## src/rtl/regfile_dump_reader_pkg.sv

```systemverilog
// Shared definitions for the register-file dump reader: FSM encoding and size defaults.
package regfile_dump_reader_pkg;

    localparam int DATA_W_DEF   = 32;
    localparam int ADDR_W_DEF   = 5;
    localparam int NUM_REGS_DEF = 32;

    typedef enum logic [2:0] {
        IDLE = 3'd0,
        READ = 3'd1,
        SEND = 3'd2,
        CSUM = 3'd3,
        DONE = 3'd4
    } dumpState_t;

endpackage

```

## src/rtl/regdump_csum.sv

```systemverilog
// XOR accumulator over transmitted register words; used only when REGDUMP_CHECKSUM_EN is defined.
module regdump_csum
    import regfile_dump_reader_pkg::*;
#(
    parameter int DATA_W = DATA_W_DEF
) (
    input  logic              clock_in,
    input  logic              res,
    input  logic              clear,
    input  logic              enable,
    input  logic [DATA_W-1:0] dataIn,
    output logic [DATA_W-1:0] csum
);

    always_ff @(posedge clock_in or negedge res) begin
        if (!res)
            csum <= '0;
        else if (clear)
            csum <= '0;
        else if (enable)
            csum <= csum ^ dataIn;
    end

endmodule

```

## src/rtl/regfile_dump_reader.sv

```systemverilog
// Walks a wrapping register range through a read port and streams index/value over valid/ready.
// Define REGDUMP_CHECKSUM_EN to append an XOR checksum word after the last register.
module regfile_dump_reader
    import regfile_dump_reader_pkg::*;
#(
    parameter int DATA_W   = DATA_W_DEF,
    parameter int ADDR_W   = ADDR_W_DEF,
    parameter int NUM_REGS = NUM_REGS_DEF
) (
    input  logic              clock_in,
    input  logic              res,
    input  logic              start,
    input  logic              abort,
    input  logic [ADDR_W-1:0] first_reg,
    input  logic [ADDR_W-1:0] last_reg,
    output logic [ADDR_W-1:0] rd_addr,
    input  logic [DATA_W-1:0] rd_data,
    output logic              out_valid,
    input  logic              out_ready,
    output logic [DATA_W-1:0] out_data,
    output logic [ADDR_W-1:0] out_index,
    output logic              out_last,
    output logic              busy,
    output logic              done
);

    dumpState_t        state;
    logic [ADDR_W-1:0] idx;
    logic [ADDR_W-1:0] lastReg;
    logic [ADDR_W-1:0] idxInc;
    logic              handshake;
    logic              atLast;

    // The read port always points at the current index, so rd_data is ready in READ.
    assign rd_addr   = idx;
    assign handshake = out_valid & out_ready;
    assign atLast    = (idx == lastReg);
    assign idxInc    = (idx == ADDR_W'(NUM_REGS - 1)) ? '0 : idx + ADDR_W'(1);

`ifdef REGDUMP_CHECKSUM_EN
    logic [DATA_W-1:0] csum;

    regdump_csum #(.DATA_W(DATA_W)) uCsum (
        .clock_in (clock_in),
        .res      (res),
        .clear    (state == IDLE && start && !abort),
        .enable   (state == SEND && handshake),
        .dataIn   (out_data),
        .csum     (csum)
    );
`endif

    always_ff @(posedge clock_in or negedge res) begin
        if (!res) begin
            state     <= IDLE;
            idx       <= '0;
            lastReg   <= '0;
            out_valid <= 1'b0;
            out_data  <= '0;
            out_index <= '0;
            out_last  <= 1'b0;
            busy      <= 1'b0;
            done      <= 1'b0;
        end else if (abort) begin
            // A handshake coinciding with abort still transfers its word, but no done follows.
            state     <= IDLE;
            out_valid <= 1'b0;
            busy      <= 1'b0;
            done      <= 1'b0;
        end else begin
            case (state)
                IDLE: begin
                    done <= 1'b0;
                    if (start) begin
                        lastReg <= last_reg;
                        idx     <= first_reg;
                        busy    <= 1'b1;
                        state   <= READ;
                    end
                end
                READ: begin
                    out_data  <= rd_data;
                    out_index <= idx;
`ifdef REGDUMP_CHECKSUM_EN
                    out_last  <= 1'b0;
`else
                    out_last  <= atLast;
`endif
                    out_valid <= 1'b1;
                    state     <= SEND;
                end
                SEND: begin
                    if (handshake) begin
                        if (atLast) begin
`ifdef REGDUMP_CHECKSUM_EN
                            // Accumulator folds this word on the same edge, so fold it here too.
                            out_data  <= csum ^ out_data;
                            out_index <= '0;
                            out_last  <= 1'b1;
                            state     <= CSUM;
`else
                            out_valid <= 1'b0;
                            done      <= 1'b1;
                            state     <= DONE;
`endif
                        end else begin
                            idx       <= idxInc;
                            out_valid <= 1'b0;
                            state     <= READ;
                        end
                    end
                end
                CSUM: begin
                    if (handshake) begin
                        out_valid <= 1'b0;
                        done      <= 1'b1;
                        state     <= DONE;
                    end
                end
                DONE: begin
                    done  <= 1'b0;
                    busy  <= 1'b0;
                    state <= IDLE;
                end
                default: begin
                    out_valid <= 1'b0;
                    busy      <= 1'b0;
                    done      <= 1'b0;
                    state     <= IDLE;
                end
            endcase
        end
    end

endmodule

```

## config.mk

```make
export PLATFORM = sky130hd
export DESIGN_NAME = regfile_dump_reader
export DESIGN_NICKNAME = d
export VERILOG_FILES = /design/src/rtl/regfile_dump_reader_pkg.sv /design/src/rtl/regdump_csum.sv /design/src/rtl/regfile_dump_reader.sv
export SDC_FILE = /design/constraint.sdc
export NUM_CORES = 1
export LEC_CHECK = 0
export ABC_AREA = 1
export CAP_MARGIN = 30
export CORE_ASPECT_RATIO = 2
export CORE_MARGIN = 1
export CORE_UTILIZATION = 40
export CTS_BUF_LIST = sky130_fd_sc_hd__clkbuf_8 sky130_fd_sc_hd__clkbuf_16
export CTS_CLUSTER_SIZE = 25
export DETAILED_ROUTE_END_ITERATION = 7
export GPL_TIMING_DRIVEN = 0
export PLACE_DENSITY = 0.77
export SETUP_SLACK_MARGIN = 0.02
export SLEW_MARGIN = 30
export SYNTH_ARGS = -nofsm -noshare
export SYNTH_HDL_FRONTEND = slang
export SYNTH_SLANG_ARGS = --single-unit
```

## constraint.sdc

```tcl
create_clock -name clock_in -period 1.4 [get_ports clock_in]
set_input_delay 0.42 -clock clock_in [delete_from_list [all_inputs] [get_ports clock_in]]
set_output_delay 0.42 -clock clock_in [all_outputs]
set_load 0.05 [all_outputs]
```

Word level (Yosys, flattened, before mapping)
Index checks and enable logic that the tools add are counted.
- add/subtract/negate cells: 1
- equality and inequality tests: 17
- mux-type cells: 22
- bitwise logic cells: 2
- reduce and logical (&&, ||, !) cells: 12
- operators with widths (kind ; number):
    $mux 5 ; 4
    $mux 3 ; 5
    $ne 3x3->1 const B ; 4
    $pmux 3 s4 ; 1
    $pmux 5 s2 ; 1
    $mux 1 ; 8
    $ne 2x2->1 const B ; 4
    $eq 3x2->1 const B ; 2
    $pmux 1 s3 ; 2
    $reduce_and 2->1 ; 3
    $reduce_and 3->1 ; 2
    $add 5x1->5 const B ; 1
    $eq 5x5->1 ; 1
    $eq 5x5->1 const B ; 1
    $reduce_and 5->1 ; 1
    $ne 2x1->1 const B ; 2
    $reduce_and 4->1 ; 1
    $reduce_or 2->1 ; 2
    $eq 3x1->1 const B ; 1
    $eq 3x3->1 const B ; 1
    $logic_not 3->1 ; 1
    $ne 3x1->1 const B ; 1
    $reduce_or 3->1 ; 1
    $pmux 1 s2 ; 1
    3 further kinds ; 3
- register bits after elaboration: 54
- bits of input ports: 47
- output and inout port bits: 46

Depth between registers and ports, before layout
Gate-level depths: netlist of run 1.
- depth in word-level cells: 5
- depth in mapped cells: 9

Worst setup path after synthesis of run 1
OpenSTA, ideal clock, no wires.
- path type: reg-to-reg
- start: reg idx[0] (netlist: rd_addr[0])
- end: reg idx[3] (netlist: rd_addr[3])
- arrival time: 1.566 ns
- data required time: 1.272 ns
- slack: -0.294 ns
- cell stages (with the launch flop): 8
- clock period less this slack: 1.694 ns
- cell sequence: dfrtp_1 > ha_1 > nand2_1 > nor2_1 > ha_1 > nor2_1 > a21boi_0 > o21ai_0
- cells in the longest elaborated chain, start to end: 5
- elaborated cells between the ends (all ways): 9
- those cells by class: 1 x add/sub; 3 x eq/ne; 4 x mux; 1 x reduce/logical
- RTL lines (item ; line ; RTL):
    from (decl) ; regfile_dump_reader.sv:28 ; logic [ADDR_W-1:0] idx;
    from (signal assigned) ; regfile_dump_reader.sv:76 ; idx <= first_reg;
    from (signal assigned) ; regfile_dump_reader.sv:107 ; idx <= idxInc;
    $add 5x1->5 or $eq 5x5->1 (tied branches) ; regfile_dump_reader.sv:38 ; assign idxInc = (idx == ADDR_W'(NUM_REGS - 1)) ? '0 : idx + ADDR_W'(1);
    $mux 5 ; regfile_dump_reader.sv:38 ;
    $mux 5 ; regfile_dump_reader.sv:94 ; if (atLast) begin
    $mux 5 ; regfile_dump_reader.sv:93 ; if (handshake) begin
    $pmux 5 s2 ; regfile_dump_reader.sv:71 ; case (state)
Several ways; a longest one is shown, not always the timed one. The select of a mux whose other input is x is not followed.
A chain may end at the register's enable or synchronous reset.

Worst setup path in the final report of run 1
- start: reg idx[0] (netlist: rd_addr[0])
- end: reg idx[2] (netlist: rd_addr[2])
Same word-level chain as after synthesis.

==> results.cfg, run 1 <==
[grt]
grt_use_met1_pct = 18.5
grt_first_pass_wirelength_um = 8670
grt.busiest_layer = met2
grt_pass1_vias = 1803
met2_usage_pct = 32.4
antenna_found_initial = 0
grt-ovfl-total = 0
grt_max_degree = 34
use_met3_pct = 3.54
grt_usage_pct = 17.9

[floorplan]
die_h_um = 113
boundaryPins = 93
fp.dieW_um = 57.4
placementRows = 40
start_util_pct = 41.2
fp.coreArea_um2 = 5960
floorplan.die_area_um2 = 6480

[clock_tree]
insertion_delay_ns = 0.29
h-tree-depth = 2
cts_root_buf = clkbuf_16
numClockSinks = 54
numCtsBuffers = 5
clk_pin_slew_ns = 0.07
clock_path_buffers = 2
cts-hold-fix-buffers = 0
cts_tree = built

[setup_path]
worstPathRequired_ns = 1.57
ff2ff_path_depth = 6
cp.depth = 6
crit_type = flip-flop to flip-flop
cp.arrival_ns = 1.56
crit_buf_inv = 0
crit_fanout = 6
critPathLaunchType = flip-flop
cp_cell_sequence = nor2_2, nor2_1, nor2_1, nand4_1, nand2_2, o21ai_1
critical_path.max_stage_delay_ns = 0.47
path_common_cell = nor2_1
cp-end-kind = flip-flop
crit_slowest_cell = dfrtp_2
critical-path-top-delay-family = simple AND/OR/NAND/NOR gates
r2r_slack_ns = 0.009

[timing]
hold_viol = 0
setup_viol = 0
holdWs_ns = 0.0124
max_slew_margin_pct = 80.2
min_period_ns = 1.39
finalCritPeriodShare_pct = 99.4
tightestPinTransition_ns = 0.298
drv_slew = 0
skew_ns = 0.00846
rsz0062_at_grt = yes
clock.fmax_ghz = 0.719

[yosys]
ys_ff_latch = 54
syn_avg_cell_area_um2 = 12.7
async_reset_ff_share_pct = 100
yosysWarnings = 0
syn-num-nets = 242
yosysMostFrequentCell = dfrtp_1
ys_seq_area_share_pct = 55.0
yosysUniqueCellTypes = 27
synth-edff-count = 0
ys.flop_type = dfrtp_1
synth.area.top_cells = dfrtp_1 55%, mux2_4 19%, nand2_1 5.5%
synth_top_area_cell = dfrtp_1
netlist_instances = 193
netlist_top_cells_count = 54 x dfrtp_1, 36 x nand2_1, 31 x mux2_4
synth.cell_area_um2 = 2460
synth_top_area_share_pct = 55.0

[final_layout]
final_util_pct = 60.1
nFillCells = 506
synthToLayoutAreaGrowth_pct = 45.7
diodes = 0
layout.nets = 355
drive_gt1_share_pct = 44.0

[pwr]
power.density_nw_per_um2 = 2600
p_leak_nw = 1.83
p_total_mw = 9.29
ir_drop_mv = 1.49

[routing]
drt-wirelength-per-cell_um = 15.1
dr_total_vias = 1821
routed_wl_um = 5580
drcViolationCount = 7
first_iter_violations = 63
drt_pass1_iterations = 6
via_per_inst = 4.92
drtAntennaViolNets = 0

[placed_design]
io_buffers = 92
place_hpwl_um = 4070
gp_routability_congestion = 0.779

[run_status]
violations = design-rule violations
status = finished, violations left

[min_path]
hold_class = input pin to async pin

[flow_run]
max_cap_viol_count = 0
==> final cells by class <==
cell class / instances / area [um^2] / share of cell area (%)
sequential: 54 / 1360 / 38.0
multi-input combinational: 122 / 1030 / 28.9
timing repair buffer: 105 / 843 / 23.6
clock buffer: 5 / 125 / 3.50
tap: 63 / 78.8 / 2.20
buffer: 4 / 71.3 / 1.99
inverter: 14 / 52.6 / 1.47
clock inverter: 3 / 13.8 / 0.385
==> cell usage in the layout, fill, tap and decap left out, drive strengths merged <==
master,synthesis,final
buf,4,59
dfrtp,54,54
clkdlybuf4s50,0,44
nand2,39,40
mux2,36,36
inv,14,15
nor2,13,13
clkbuf,0,10
o21ai,8,8
nand3,7,7
a21oi,4,4
nand4,2,2
xor2,2,2
mux2i,2,2
clkinv,0,2
ha,2,2
xnor2,1,1
o211ai,1,1
a21boi,1,1
a22oi,1,1
o31ai,1,1
a31oi,1,1
dlygate4sd2,0,1
==> sequential cells by signal, indices dropped and copies added (netlist names) <==
signal / count
busy: 1
done: 1
lastReg: 5
out_data: 32
out_index: 5
out_last: 1
out_valid: 1
rd_addr: 5
state: 3
==> kinds of logic (layout without fill, tap and decap cells) <==
kind of cell               count (synthesis)  in the layout  share of synthesized area (%)
buffers and inverters                     18            131                           5.04
AOI/OAI and AO/OA                         17             17                           4.08
xor gates and xnor gates                   3              3                           1.07
adders and majority gates                  2              2                           1.02
muxes                                     38             38                           22.1
and+or+nand+nor                           61             62                           11.7
DFF                                       54             54                           55.0
==> final timing paths <==
check | startpoint | to
min in group clock_in | done | done
worst min-delay path | res | out_data[26]
worst max register to register | rd_addr[0] | rd_addr[2]
worst max-delay path | rd_addr[0] | rd_addr[2]
worst min register to register | done | done
max in group asynchronous | res | rd_addr[4]
==> layer usage <==
layer | share of wire [%] | wire length [um] | up-vias
met3 | 4.9 | 273 | 10
met1 | 36 | 2010 | 877
li1 | - | - | 870
met2 | 56 | 3100 | 64
met4 | 3.4 | 191 | 0
met5 | 0 | 0 | -
==> metrics by stage <==
step / setup TNS [ns] / area, um^2 / setup WS, ns / instances
2_1_floorplan: -0.120 / 2470 / -0.0535 / 193
3_3_place_gp: -121.19 / 3470 / -1.95 / 348
3_5_place_dp: -27.07 / 3490 / -0.429 / 349
4_1_cts: -0.00112 / 3500 / -0.00112 / 365
5_1_grt: -0.270 / 3580 / -0.0541 / 370
6_report: 0 / 3580 / 0.00861 / 370
==> worst register-to-register path, stage by stage, from the launching register on <==
cell and delay, ns:
dfrtp_2 0.47, nor2_2 0.11, nor2_1 0.05, nor2_1 0.13
nand4_1 0.22, nand2_2 0.21, o21ai_1 0.08
==> report_power, final <==
| part | leakage, nW | switching (mW) | internal [mW] |
|---|---|---|---|
| sequential | 0.649 | 0.518 | 2.30 |
| combinational | 1.11 | 3.39 | 1.89 |
| clock | 0.0748 | 0.531 | 0.650 |
| total | 1.83 | 4.44 | 4.85 |
==> repair_timing <==
| item | in CTS | in global routing |
|---|---|---|
| setup buffers | 8 | 4 |
| resized for setup | 245 | 17 |
| pin swaps | 3 | 9 |
| setup endpoints to repair | 89 | 47 |
| gates cloned | 0 | 1 |
No activity file was read; power rests on OpenSTA's default activity.
==> inputs of run 2 (changes only) <==
- SKIP_CTS_REPAIR_TIMING: default -> 1
==> results.cfg, run 2 (same netlist as run 1, synthesis figures left out) <==
[final_layout]
nFillCells = 492
final_common_cell = dfrtp_1
synthToLayoutAreaGrowth_pct = 50.4
layout.nets = 358
drive_gt1_share_pct = 42.3
largest_reg_flops = 32
fin_area_um2 = 3690
seq_area_um2 = 1360
diodes = 0
fin_cells = 373
most-common-layout-cells = 47 x dfrtp_1, 44 x clkdlybuf4s50_1, 36 x nand2_1, 31 x mux2_4, 28 x clkbuf_2
final_util_pct = 62.0
multi_input_area_um2 = 1040
regMostFlops = out_data

[placed_design]
io_buffers = 92
placedInstanceArea_um2 = 3490
gp_routability_congestion = 0.779
place_hpwl_um = 4070
dp.cells = 349

[routing]
drt_pass1_iterations = 6
drtAntennaViolNets = 0
route.met2.wl_um = 3260
wl_met3_um = 275
dr_total_vias = 1839
drt-wirelength-per-cell_um = 15.7
routed_wl_um = 5850
wl_met1_um = 2120
via_per_inst = 4.93
drcViolationCount = 7
first_iter_violations = 53
top_layer = met4

[floorplan]
die_h_um = 113
fp.dieW_um = 57.4
start_util_pct = 41.2
floorplan.die_area_um2 = 6480
placementRows = 40
boundaryPins = 93
fp.coreArea_um2 = 5960

[grt]
antenna_found_initial = 0
grt_pass1_vias = 1758
grt-ovfl-total = 0
grt_first_pass_wirelength_um = 8350
grt_usage_pct = 17.4
grt_max_degree = 34

[setup_path]
crit_fanout = 8
cp-end-kind = primary output
timing.rr.end = rd_addr[0]
crit_buf_inv = 1
r2r_slack_ns = -0.05
r2r_start = rd_addr[0]
worstPathRequired_ns = 0.98
cp_cell_sequence = buf_2
critical-path-top-delay-family = flip-flops
cp.arrival_ns = 1.05
critPathLaunchType = flip-flop
crit_type = flip-flop to primary output
cp.depth = 1
ff2ff_path_depth = 7
critical_path.max_stage_delay_ns = 0.46
crit_slowest_cell = dfrtp_2

[clock_tree]
h-tree-depth = 2
clk_pin_slew_ns = 0.07
numClockSinks = 54
clock_path_buffers = 2
cts_tree = built
numCtsBuffers = 5
insertion_delay_ns = 0.29
cts_root_buf = clkbuf_16

[pwr]
switching_power_mw = 4.47
comb_power_share_pct = 57.2
netSwitchingFraction_pct = 47.7
internal-power_mw = 4.89
ir_drop_mv = 1.40
p_leak_nw = 1.90
p_clk_share_pct = 12.6
power.density_nw_per_um2 = 2530
p_seq_share_pct = 30.2

[timing]
rsz0062_at_grt = yes
fin_setup_tns_ns = -0.890
skew_ns = 0.0102
max_slew_margin_pct = 79.9
drv_slew = 0
hold_viol = 0
min_period_ns = 1.47
holdWs_ns = 0.0150
clock.fmax_ghz = 0.679
finalCritPeriodShare_pct = 105
worst_slack_ns = -0.0718
tightestPinTransition_ns = 0.302
setup_viol = 35

[flow_run]
max_cap_viol_count = 0

[run_status]
violations = design-rule violations, negative setup slack
status = finished, violations left

[min_path]
hold_class = input pin to async pin
==> run 2: through the flow <==
| step | power [mW] | setup WS (ns) |
|---|---|---|
| after floorplan | 6.57 | -0.0535 |
| after global placement | 8.26 | -1.95 |
| after detailed placement | 8.36 | -0.429 |
| after CTS | 9.58 | -0.634 |
| after global routing | 9.79 | -0.115 |
| final | 9.35 | -0.0718 |
==> run 2: final cells by class <==
| class | instances | share of cell area [%] |
|---|---|---|
| Multi-Input combinational cell | 123 | 28.0 |
| Tap cell | 63 | 2.13 |
| Inverter | 14 | 1.42 |
| Sequential cell | 54 | 36.8 |
| Clock buffer | 5 | 3.39 |
| Timing Repair Buffer | 107 | 25.8 |
| Buffer | 4 | 2.03 |
| Clock inverter | 3 | 0.373 |
==> run 2: per-layer routing <==
layer  up-vias  global-route usage, %
li1        876                      -
met1       889                   17.5
met5         -                      0
met3        10                   3.43
met4         0                   9.92
met2        64                   31.9
==> run 2: power groups by stage <==
stage               registers, mW  logic, mW  clock network [mW]
finish                       2.83       5.35                1.18
global route                 2.91       5.60                1.27
CTS                          2.84       5.53                1.22
detailed placement           2.86       5.51                   0
global placement             2.80       5.45                   0
floorplan                    5.01       1.56                   0
==> run 2: worst max path at each step <==
| stage | from | endpoint |
|---|---|---|
| final | rd_addr[0] | rd_addr[0] |
| after global routing | rd_addr[0] | rd_addr[0] |
| after CTS | rd_addr[4] | rd_addr[4] |
| after detailed placement | abort | out_data[30] |
| after global placement | res | rd_addr[1] |
| after floorplan | rd_addr[0] | rd_addr[3] |
